File: src/rtl/fx_narrow_sat.sv
// Pipelined fixed-point narrowing converter: round-half-up on dropped fraction
// bits, saturate on dropped integer bits, with a valid/ready pipeline and saturation status.
module fx_narrow_sat #(
  parameter int IN_W     = 16,
  parameter int IN_FRAC  = 4,
  parameter int OUT_W    = 12,
  parameter int OUT_FRAC = 2,
  parameter int CNT_W    = 16
) (
  input  logic             clk,
  input  logic             rst_n,
  input  logic [IN_W-1:0]  i_data,
  input  logic             i_valid,
  output logic             i_ready,
  output logic [OUT_W-1:0] o_data,
  output logic             o_valid,
  input  logic             o_ready,
  output logic             o_sat,
  input  logic             i_clr,
  output logic             o_sat_flag,
  output logic [CNT_W-1:0] o_sat_cnt
);

  localparam int D    = IN_FRAC - OUT_FRAC;
  localparam int R_W  = IN_W + 1 - D;       // rounded width; always >= OUT_W+1
  localparam int HI_W = R_W - OUT_W + 1;    // sign bit of the output plus all dropped MSBs

  localparam logic [OUT_W-1:0] SAT_POS = {1'b0, {(OUT_W-1){1'b1}}};
  localparam logic [OUT_W-1:0] SAT_NEG = {1'b1, {(OUT_W-1){1'b0}}};
  localparam logic [CNT_W-1:0] CNT_MAX = '1;
  localparam logic [CNT_W-1:0] CNT_ONE = CNT_W'(1);

  if (IN_FRAC < OUT_FRAC || (IN_W - IN_FRAC) < (OUT_W - OUT_FRAC) || OUT_W < 2) begin : g_bad_params
    $error("fx_narrow_sat: illegal parameter set");
  end

  // ---------------- stage 1: round ----------------
  logic [IN_W:0]  ext;
  logic [R_W-1:0] rnd;

  assign ext = {i_data[IN_W-1], i_data};

  if (D > 0) begin : g_round
    localparam logic [IN_W:0] HALF = (IN_W+1)'(1) << (D - 1);
    logic [IN_W:0] sum;
    logic          unused_frac;
    // One extra MSB of headroom means adding the half-LSB can never wrap.
    assign sum         = ext + HALF;
    assign rnd         = sum[IN_W:D];
    assign unused_frac = ^sum[D-1:0];
  end else begin : g_pass
    assign rnd = ext;
  end

  // ---------------- handshake ----------------
  logic           s1_valid, s2_valid;
  logic [R_W-1:0] s1_r;
  logic           s1_moves, s1_load;

  assign s1_moves = s1_valid && (!s2_valid || o_ready);
  assign i_ready  = !s1_valid || s1_moves;
  assign s1_load  = i_valid && i_ready;

  // ---------------- stage 2: saturate ----------------
  logic [HI_W-1:0]  hi;
  logic             ovf;
  logic [OUT_W-1:0] sat_data;

  // In range exactly when every dropped MSB matches the output sign bit.
  assign hi  = s1_r[R_W-1:OUT_W-1];
  assign ovf = !((&hi) || !(|hi));

  always_comb begin
    // NOTE: default first so every path assigns sat_data and no latch is inferred.
    sat_data = s1_r[OUT_W-1:0];
    if (ovf) sat_data = s1_r[R_W-1] ? SAT_NEG : SAT_POS;
  end

  // NOTE: state registers use non-blocking assignments so every flop samples pre-edge values.
  always_ff @(posedge clk or negedge rst_n) begin
    if (!rst_n) begin
      s1_valid <= 1'b0;
      s1_r     <= '0;
      s2_valid <= 1'b0;
      o_data   <= '0;
      o_sat    <= 1'b0;
    end else begin
      if (s1_load)       s1_valid <= 1'b1;
      else if (s1_moves) s1_valid <= 1'b0;
      if (s1_load)       s1_r     <= rnd;

      if (s1_moves) begin
        s2_valid <= 1'b1;
        o_data   <= sat_data;
        o_sat    <= ovf;
      end else if (s2_valid && o_ready) begin
        s2_valid <= 1'b0;
      end
    end
  end

  assign o_valid = s2_valid;

  // ---------------- saturation status ----------------
  logic sat_evt;
  assign sat_evt = s2_valid && o_ready && o_sat;

  always_ff @(posedge clk or negedge rst_n) begin
    if (!rst_n) begin
      o_sat_flag <= 1'b0;
      o_sat_cnt  <= '0;
    end else if (i_clr) begin
      // A saturation delivered in the clearing cycle is the first event after the clear.
      o_sat_flag <= sat_evt;
      o_sat_cnt  <= sat_evt ? CNT_ONE : '0;
    end else if (sat_evt) begin
      o_sat_flag <= 1'b1;
      if (o_sat_cnt != CNT_MAX) o_sat_cnt <= o_sat_cnt + CNT_ONE;
    end
  end

endmodule

File: config.mk
export PLATFORM = sky130hd
export DESIGN_NAME = fx_narrow_sat
export DESIGN_NICKNAME = d
export VERILOG_FILES = /design/src/rtl/fx_narrow_sat.sv
export SDC_FILE = /design/constraint.sdc
export NUM_CORES = 1
export LEC_CHECK = 0
export ABC_AREA = 0
export CORE_MARGIN = 4
export CORE_UTILIZATION = 47
export CTS_BUF_LIST = sky130_fd_sc_hd__clkbuf_4 sky130_fd_sc_hd__clkbuf_8
export CTS_CLUSTER_SIZE = 10
export DETAILED_ROUTE_END_ITERATION = 8
export GPL_ROUTABILITY_DRIVEN = 0
export MAX_ROUTING_LAYER = met4
export PLACE_DENSITY = 0.83
export RECOVER_POWER = 100
export SETUP_SLACK_MARGIN = 0.15
export SYNTH_ARGS = -nofsm -noshare
export SYNTH_HDL_FRONTEND = slang
export SYNTH_SLANG_ARGS = --single-unit
File: constraint.sdc
create_clock -name clk -period 1.9 [get_ports clk]
set_clock_uncertainty 0.1 [all_clocks]
set_input_delay 0.285 -clock clk [delete_from_list [all_inputs] [get_ports clk]]
set_output_delay 0.285 -clock clk [all_outputs]
set_load 0.01 [all_outputs]
==> results_dict.tcl, run 1 <==
set metrics [dict create \
    status "finished, final reports clean" \
    hold-worst-slack_ns 0.342 \
    clock_latency_ns 0.30 \
    grt_antenna_before_repair 0 \
    worstSetupEndpoint "o_sat_cnt[9]$_DFFE_PN0P_" \
    nNetsFinal 361 \
    h-tree-depth 2 \
    finalWirelength_mm 5.79 \
    dieArea_um2 6160 \
    cp_slowest_cell "or4_4" \
    powerDensity_nw_per_um2 726 \
    clockBufferDepth 2 \
    synth_cell_types 34 \
    drtAntennaViolNets 0 \
    worst_setup_path_end_kind "flop" \
    synth_compound_area_frac 0.120 \
    maxSlewHeadroom 0.616 \
    drv_slew 0 \
    grt.overflow.total 0 \
    top_layer "met4" \
    grtUsageTotal 0.204 \
    hold_viol_final 0 \
    dp_hpwl_mm 4.39 \
    synth_xor_area_frac 0.0638 \
    drc 0 \
    fin_util 0.696 \
    tightest_slew_ns 0.576 \
    core_um2 4750 \
    num_vias 2209 \
    synth-simple-area-share 0.254 \
    worstPathMaxFanout 7 \
    crit_required_ns 2.02 \
    grt_pass1_wl_mm 9.64 \
    drt_iter0_markers 85 \
    timing.rr.start "o_sat_cnt[5]$_DFFE_PN0P_" \
    hp-class "in -> reg" \
    drive_above_1_share 0.183 \
    rr_endpoint "o_sat_cnt[9]$_DFFE_PN0P_" \
    synth_top_cell_by_area "dfrtp_1" \
    pwr-share-seq 0.505 \
    synth_ff_type "dfrtp_1" \
    synth-async-reset-ratio 1.00 \
    finalSetupTns_ns 0 \
    syn2layout_area_growth_pct 41.8 \
    cts_tree "built" \
    clockPowerShare 0.262 \
    finalCriticalPeriod_ns 1.80 \
    ir_drop_v 0.000433 \
    setup_slack_ns 0.100 \
    dr_wl_met2_mm 3.15 \
    leakagePower_nw 1.40 \
    yosys_warnings 0 \
    synth_top_cell_area_share 0.504 \
    grt_pass1_vias 2258 \
    clk_pin_slew_ns 0.08 \
    fp.dieH_um 78.5 \
    syn_nets 277 \
    pre_cts_ws_ns -0.231 \
    crit_arrival_ns 1.92 \
    synth_area_leaders "dfrtp_1 (50%), nand2_1 (6.6%), o21ai_0 (5.6%)" \
    rr_worst_depth 4 \
    intPower_mw 1.72 \
    setup_viol 0 \
    critPathMaxStageDelay_ns 0.54 \
    n_antenna_cell 0 \
    critPathLaunchType "flop" \
    rsz0062_at_grt "true" \
    cts-root-buf "clkbuf_8" \
    crit_chain "nand4_4 > or4_4 > or3_1 > a31oi_1" \
    synth_top_family_by_area "simple AND/OR/NAND/NOR gates" \
    start_util 0.491 \
    r2r_slack_ns 0.10 \
    dr_wl_met3_um 358 \
    synth.area.mux_share 0.0231 \
    clock_sinks 47 \
    synth-edff-count 0 \
    maxCapViolations 0 \
    fmax_mhz 556 \
    io_pins 53 \
    synth_common_cells "dfrtp_1 (47), nand2_1 (41), o21ai_0 (26)" \
    grt_max_degree 28 \
    avgSynthCellArea_um2 9.19 \
    switching_share 0.284 \
    yosysSeqAreaShare 0.504 \
    drt-vias-per-instance 5.44 \
    synthAdderAreaFrac 0.0107 \
    routedWlPerCell_um 14.3 \
    syn_area_um2 2330 \
    p_comb_frac 0.232 \
    finalPower_mw 2.40 \
    fp.dieW_um 78.5 \
    synth_cells 254 \
    critPathKind "reg -> reg" \
    drt-met1-wl_mm 2.13 \
    ys_seq_elements 47 \
    switchingPower_uw 682 \
    numCtsBuffers 5 \
    fp-row-count 25 \
    port_buffers 51 \
    crit_start "o_sat_cnt[5]$_DFFE_PN0P_" \
    post-route-period-util 0.947 \
    first_pass_iters 4 \
    yosysMostFrequentCell "dfrtp_1" \
]
[final cells by class]
type / count / area (um2)
Clock buffer: 7 / 90.1
Clock inverter: 1 / 5.00
Fill cell: 391 / 1450
Inverter: 4 / 15.0
Multi-Input combinational cell: 192 / 1140
Sequential cell: 47 / 1190
Tap cell: 67 / 83.8
Timing Repair Buffer: 88 / 792
[per-layer routing]
metal / track usage / vias up
li1: - / 1069
met1: 0.196 / 1043
met2: 0.384 / 81
met3: 0.0516 / 16
met4: 0.0909 / 0
met5: - / -
[worst min path at each step]
stage | start | end | slack [ns] | cells after the start
detailed placement | rst_n | o_sat_cnt[12]$_DFFE_PN0P_ | 0.17 | 1
global placement | rst_n | o_sat_cnt[12]$_DFFE_PN0P_ | 0.17 | 1
CTS | o_ready | o_sat_flag$_DFFE_PN0P_ | 0.36 | 3
floorplan | rst_n | o_data[0]$_DFFE_PN0P_ | -0.11 | 0
global route | o_ready | o_sat_flag$_DFFE_PN0P_ | 0.37 | 3
finish | o_ready | o_sat_flag$_DFFE_PN0P_ | 0.34 | 3
[power by group through the flow]
stage | combinational [mW] | sequential, mW | clock [mW]
after CTS | 0.607 | 1.22 | 0.642
after floorplan | 0.201 | 1.26 | 0
after global routing | 0.613 | 1.23 | 0.697
after detailed placement | 0.602 | 1.24 | 0
after global placement | 0.578 | 1.23 | 0
final | 0.559 | 1.22 | 0.630
[placed cells by master (no fill, tap or decap), types with 5 or more instances in the layout]
master,synthesis,routed
o21ai_0,26,26
dfrtp_2,0,9
buf_4,0,25
dlygate4sd3_1,0,27
clkbuf_8,0,6
nand3_1,11,10
clkdlybuf4s50_1,0,20
nor3_1,5,5
or3_1,5,5
a31oi_1,6,6
xnor2_1,10,10
nand2_1,41,40
a21oi_1,16,16
xor2_1,7,7
and3_1,6,6
nand4_1,9,9
dfrtp_1,47,38
nor2_1,19,19
[registers in the layout (all words and copies together), names as in the netlist]
signal	flops
o_data	12
o_valid	1
s1_r	15
o_sat_cnt	16
o_sat	1
s1_valid	1
o_sat_flag	1
[stage by stage]
stage                     cell area (um2)  std cells
final                                3310        406
after global routing                 3310        406
after CTS                            3300        403
after detailed placement             3140        387
after global placement               3140        387
after floorplan                      2360        254
[timing repair]
action                                  CTS  global route
endpoints found under the setup margin    8            12
buffers inserted                          7             3
pin swaps                                 4             2
gates resized for setup                   6             7
hold endpoints to repair                 20             0
hold buffers                              1             0
gates cloned                              0             0
[worst max-delay path, delay by kind of cell (launching register included)]
family	cells	cell delay [ns]
AOI/OAI and AO/OA	1	0.17
DFF	1	0.44
and+or+nand+nor	3	1.02
[logic make-up after synthesis]
kind of cell | Yosys count
compound gates | 52
xor+xnor | 17
fa+ha+maj | 2
buf+inv | 15
flops | 47
mux | 5
simple gates | 116
Note: power is estimated with default switching activity, not from simulation.
==> run 2: changes to the inputs <==
--- a/constraint.sdc
+++ b/constraint.sdc
@@ -4,2 +4,2 @@
 set_output_delay 0.285 -clock clk [all_outputs]
-set_load 0.01 [all_outputs]
+set_load 0.1 [all_outputs]
==> results_dict.tcl, run 2 (same netlist as run 1, synthesis figures left out) <==
set metrics [dict create \
    dp_hpwl_mm 4.49 \
    leakagePower_nw 1.41 \
    maxSlewHeadroom 0.600 \
    start_util 0.491 \
    final_cell_mix "nand2_1 (40), dfrtp_1 (30), buf_4 (28), o21ai_0 (25), clkbuf_2 (23)" \
    critPathKind "reg -> reg" \
    nNetsFinal 366 \
    crit_required_ns 1.98 \
    crit_arrival_ns 1.94 \
    placed_area_um2 3520 \
    seq_area_um2 1240 \
    fp.dieW_um 78.5 \
    cts-root-buf "clkbuf_8" \
    core_um2 4750 \
    grtUsageTotal 0.218 \
    r2r_slack_ns 0.04 \
    grt.overflow.total 0 \
    rsz0062_at_grt "true" \
    maxCapViolations 0 \
    worstPathMaxFanout 8 \
    drc 0 \
    setup_viol 0 \
    finalCriticalPeriod_ns 1.86 \
    io_pins 53 \
    grt_pass1_vias 2253 \
    hp-class "in -> async" \
    finalWirelength_mm 6.18 \
    layout_commonest_cell "nand2_1" \
    top_regs "o_sat_cnt x16, s1_r x15, o_data x12" \
    ir_drop_v 0.000618 \
    first_pass_iters 6 \
    finalPower_mw 3.10 \
    multiInputGateArea_um2 1160 \
    n_antenna_cell 0 \
    fin_area_um2 3320 \
    fp-row-count 25 \
    regMostFlops "o_sat_cnt" \
    tightest_slew_ns 0.599 \
    drtAntennaViolNets 0 \
    grt_antenna_before_repair 0 \
    largest_reg_flops 16 \
    powerDensity_nw_per_um2 935 \
    drt_iter0_markers 141 \
    grt_max_degree 37 \
    post-route-period-util 0.980 \
    dieArea_um2 6160 \
    status "finished, final reports clean" \
    clockBufferDepth 2 \
    worst_setup_path_end_kind "flop" \
    grt_pass1_wl_mm 10.2 \
    critPathLaunchType "flop" \
    hold_viol_final 0 \
    clock_sinks 47 \
    num_vias 2231 \
    fmax_mhz 537 \
    numCtsBuffers 5 \
    h-tree-depth 2 \
    drive_above_1_share 0.308 \
    cts_tree "built" \
    drt-vias-per-instance 5.43 \
    clk_pin_slew_ns 0.09 \
    syn2layout_area_growth_pct 42.3 \
    clock_latency_ns 0.30 \
    fp.dieH_um 78.5 \
    port_buffers 51 \
    routedWlPerCell_um 15.0 \
    fill_cells 361 \
    drv_slew 0 \
]
[run 2: changes by cell type in the layout (fill, tap and decap cells not counted), moves of 4 or more]
cell / change
buf_2: +4
clkbuf_1: +4
clkbuf_2: +21
clkdlybuf4s50_1: -5
dfrtp_1: -8
dfrtp_2: -9
dfrtp_4: +17
dlygate4sd3_1: -24
[run 2: per-stage QoR]
stage | util | TNS [ns] | hold slack (ns) | instances | setup WS, ns
4_1_cts | 0.789 | 0 | 0.294 | 409 | 0.121
6_report | 0.698 | 0 | 0.387 | 411 | 0.0385
2_1_floorplan | - | -8.84 | -0.111 | 254 | -0.582
3_5_place_dp | 0.740 | -1.38 | 0.0815 | 387 | -0.217
3_3_place_gp | 0.740 | -0.962 | 0.0720 | 387 | -0.190
5_1_grt | 0.698 | 0 | 0.424 | 411 | 0.00864
[run 2: area by class of cell]
type	count	area share
inverter	4	0.00452
timing repair buffer	93	0.213
sequential	47	0.373
clock buffer	6	0.0249
tap	67	0.0252
clock inverter	2	0.0106
multi-input combinational	192	0.349
[run 2: timing repair]
action                                  4_1_cts  5_1_grt
pin swaps                                     8        4
endpoints found under the setup margin       10       12
setup buffers                                13        2
hold endpoints to repair                     11        0
resized for setup                             3        7
hold buffers                                  1        0
[run 2: path summary, 6_finish.rpt]
| kind | start | cells after the start | end |
|---|---|---|---|
| min reg2reg | s1_r[1]$_DFFE_PN0P_ | 2 | s1_r[1]$_DFFE_PN0P_ |
| max in group asynchronous | rst_n | 3 | o_valid$_DFFE_PN0P_ |
| max | o_sat_cnt[4]$_DFFE_PN0P_ | 4 | o_sat_cnt[6]$_DFFE_PN0P_ |
| max reg2reg | o_sat_cnt[4]$_DFFE_PN0P_ | 4 | o_sat_cnt[6]$_DFFE_PN0P_ |
| min | rst_n | 2 | o_sat_cnt[2]$_DFFE_PN0P_ |
| min in group clk | s1_r[1]$_DFFE_PN0P_ | 2 | s1_r[1]$_DFFE_PN0P_ |
[run 2: worst max-delay path, cell delays in order, from the launching register on]
cell	delay (ns)
dfrtp_4	0.44
nand4_4	0.13
clkbuf_2	0.17
or4_4	0.57
a211oi_1	0.33
[run 2: routing by layer]
| layer | wire length, um | track usage | vias to the layer above |
|---|---|---|---|
| li1 | - | - | 1073 |
| met1 | 2410 | 0.229 | 1042 |
| met2 | 3230 | 0.382 | 90 |
| met3 | 294 | 0.0401 | 26 |
| met4 | 242 | 0.128 | 0 |
| met5 | 0 | - | - |
[run 2: power breakdown]
part           internal, mW  switching [mW]  leakage, nW
clock network         0.426           0.332       0.0612
registers              1.14          0.0927        0.553
logic                 0.247           0.870        0.798
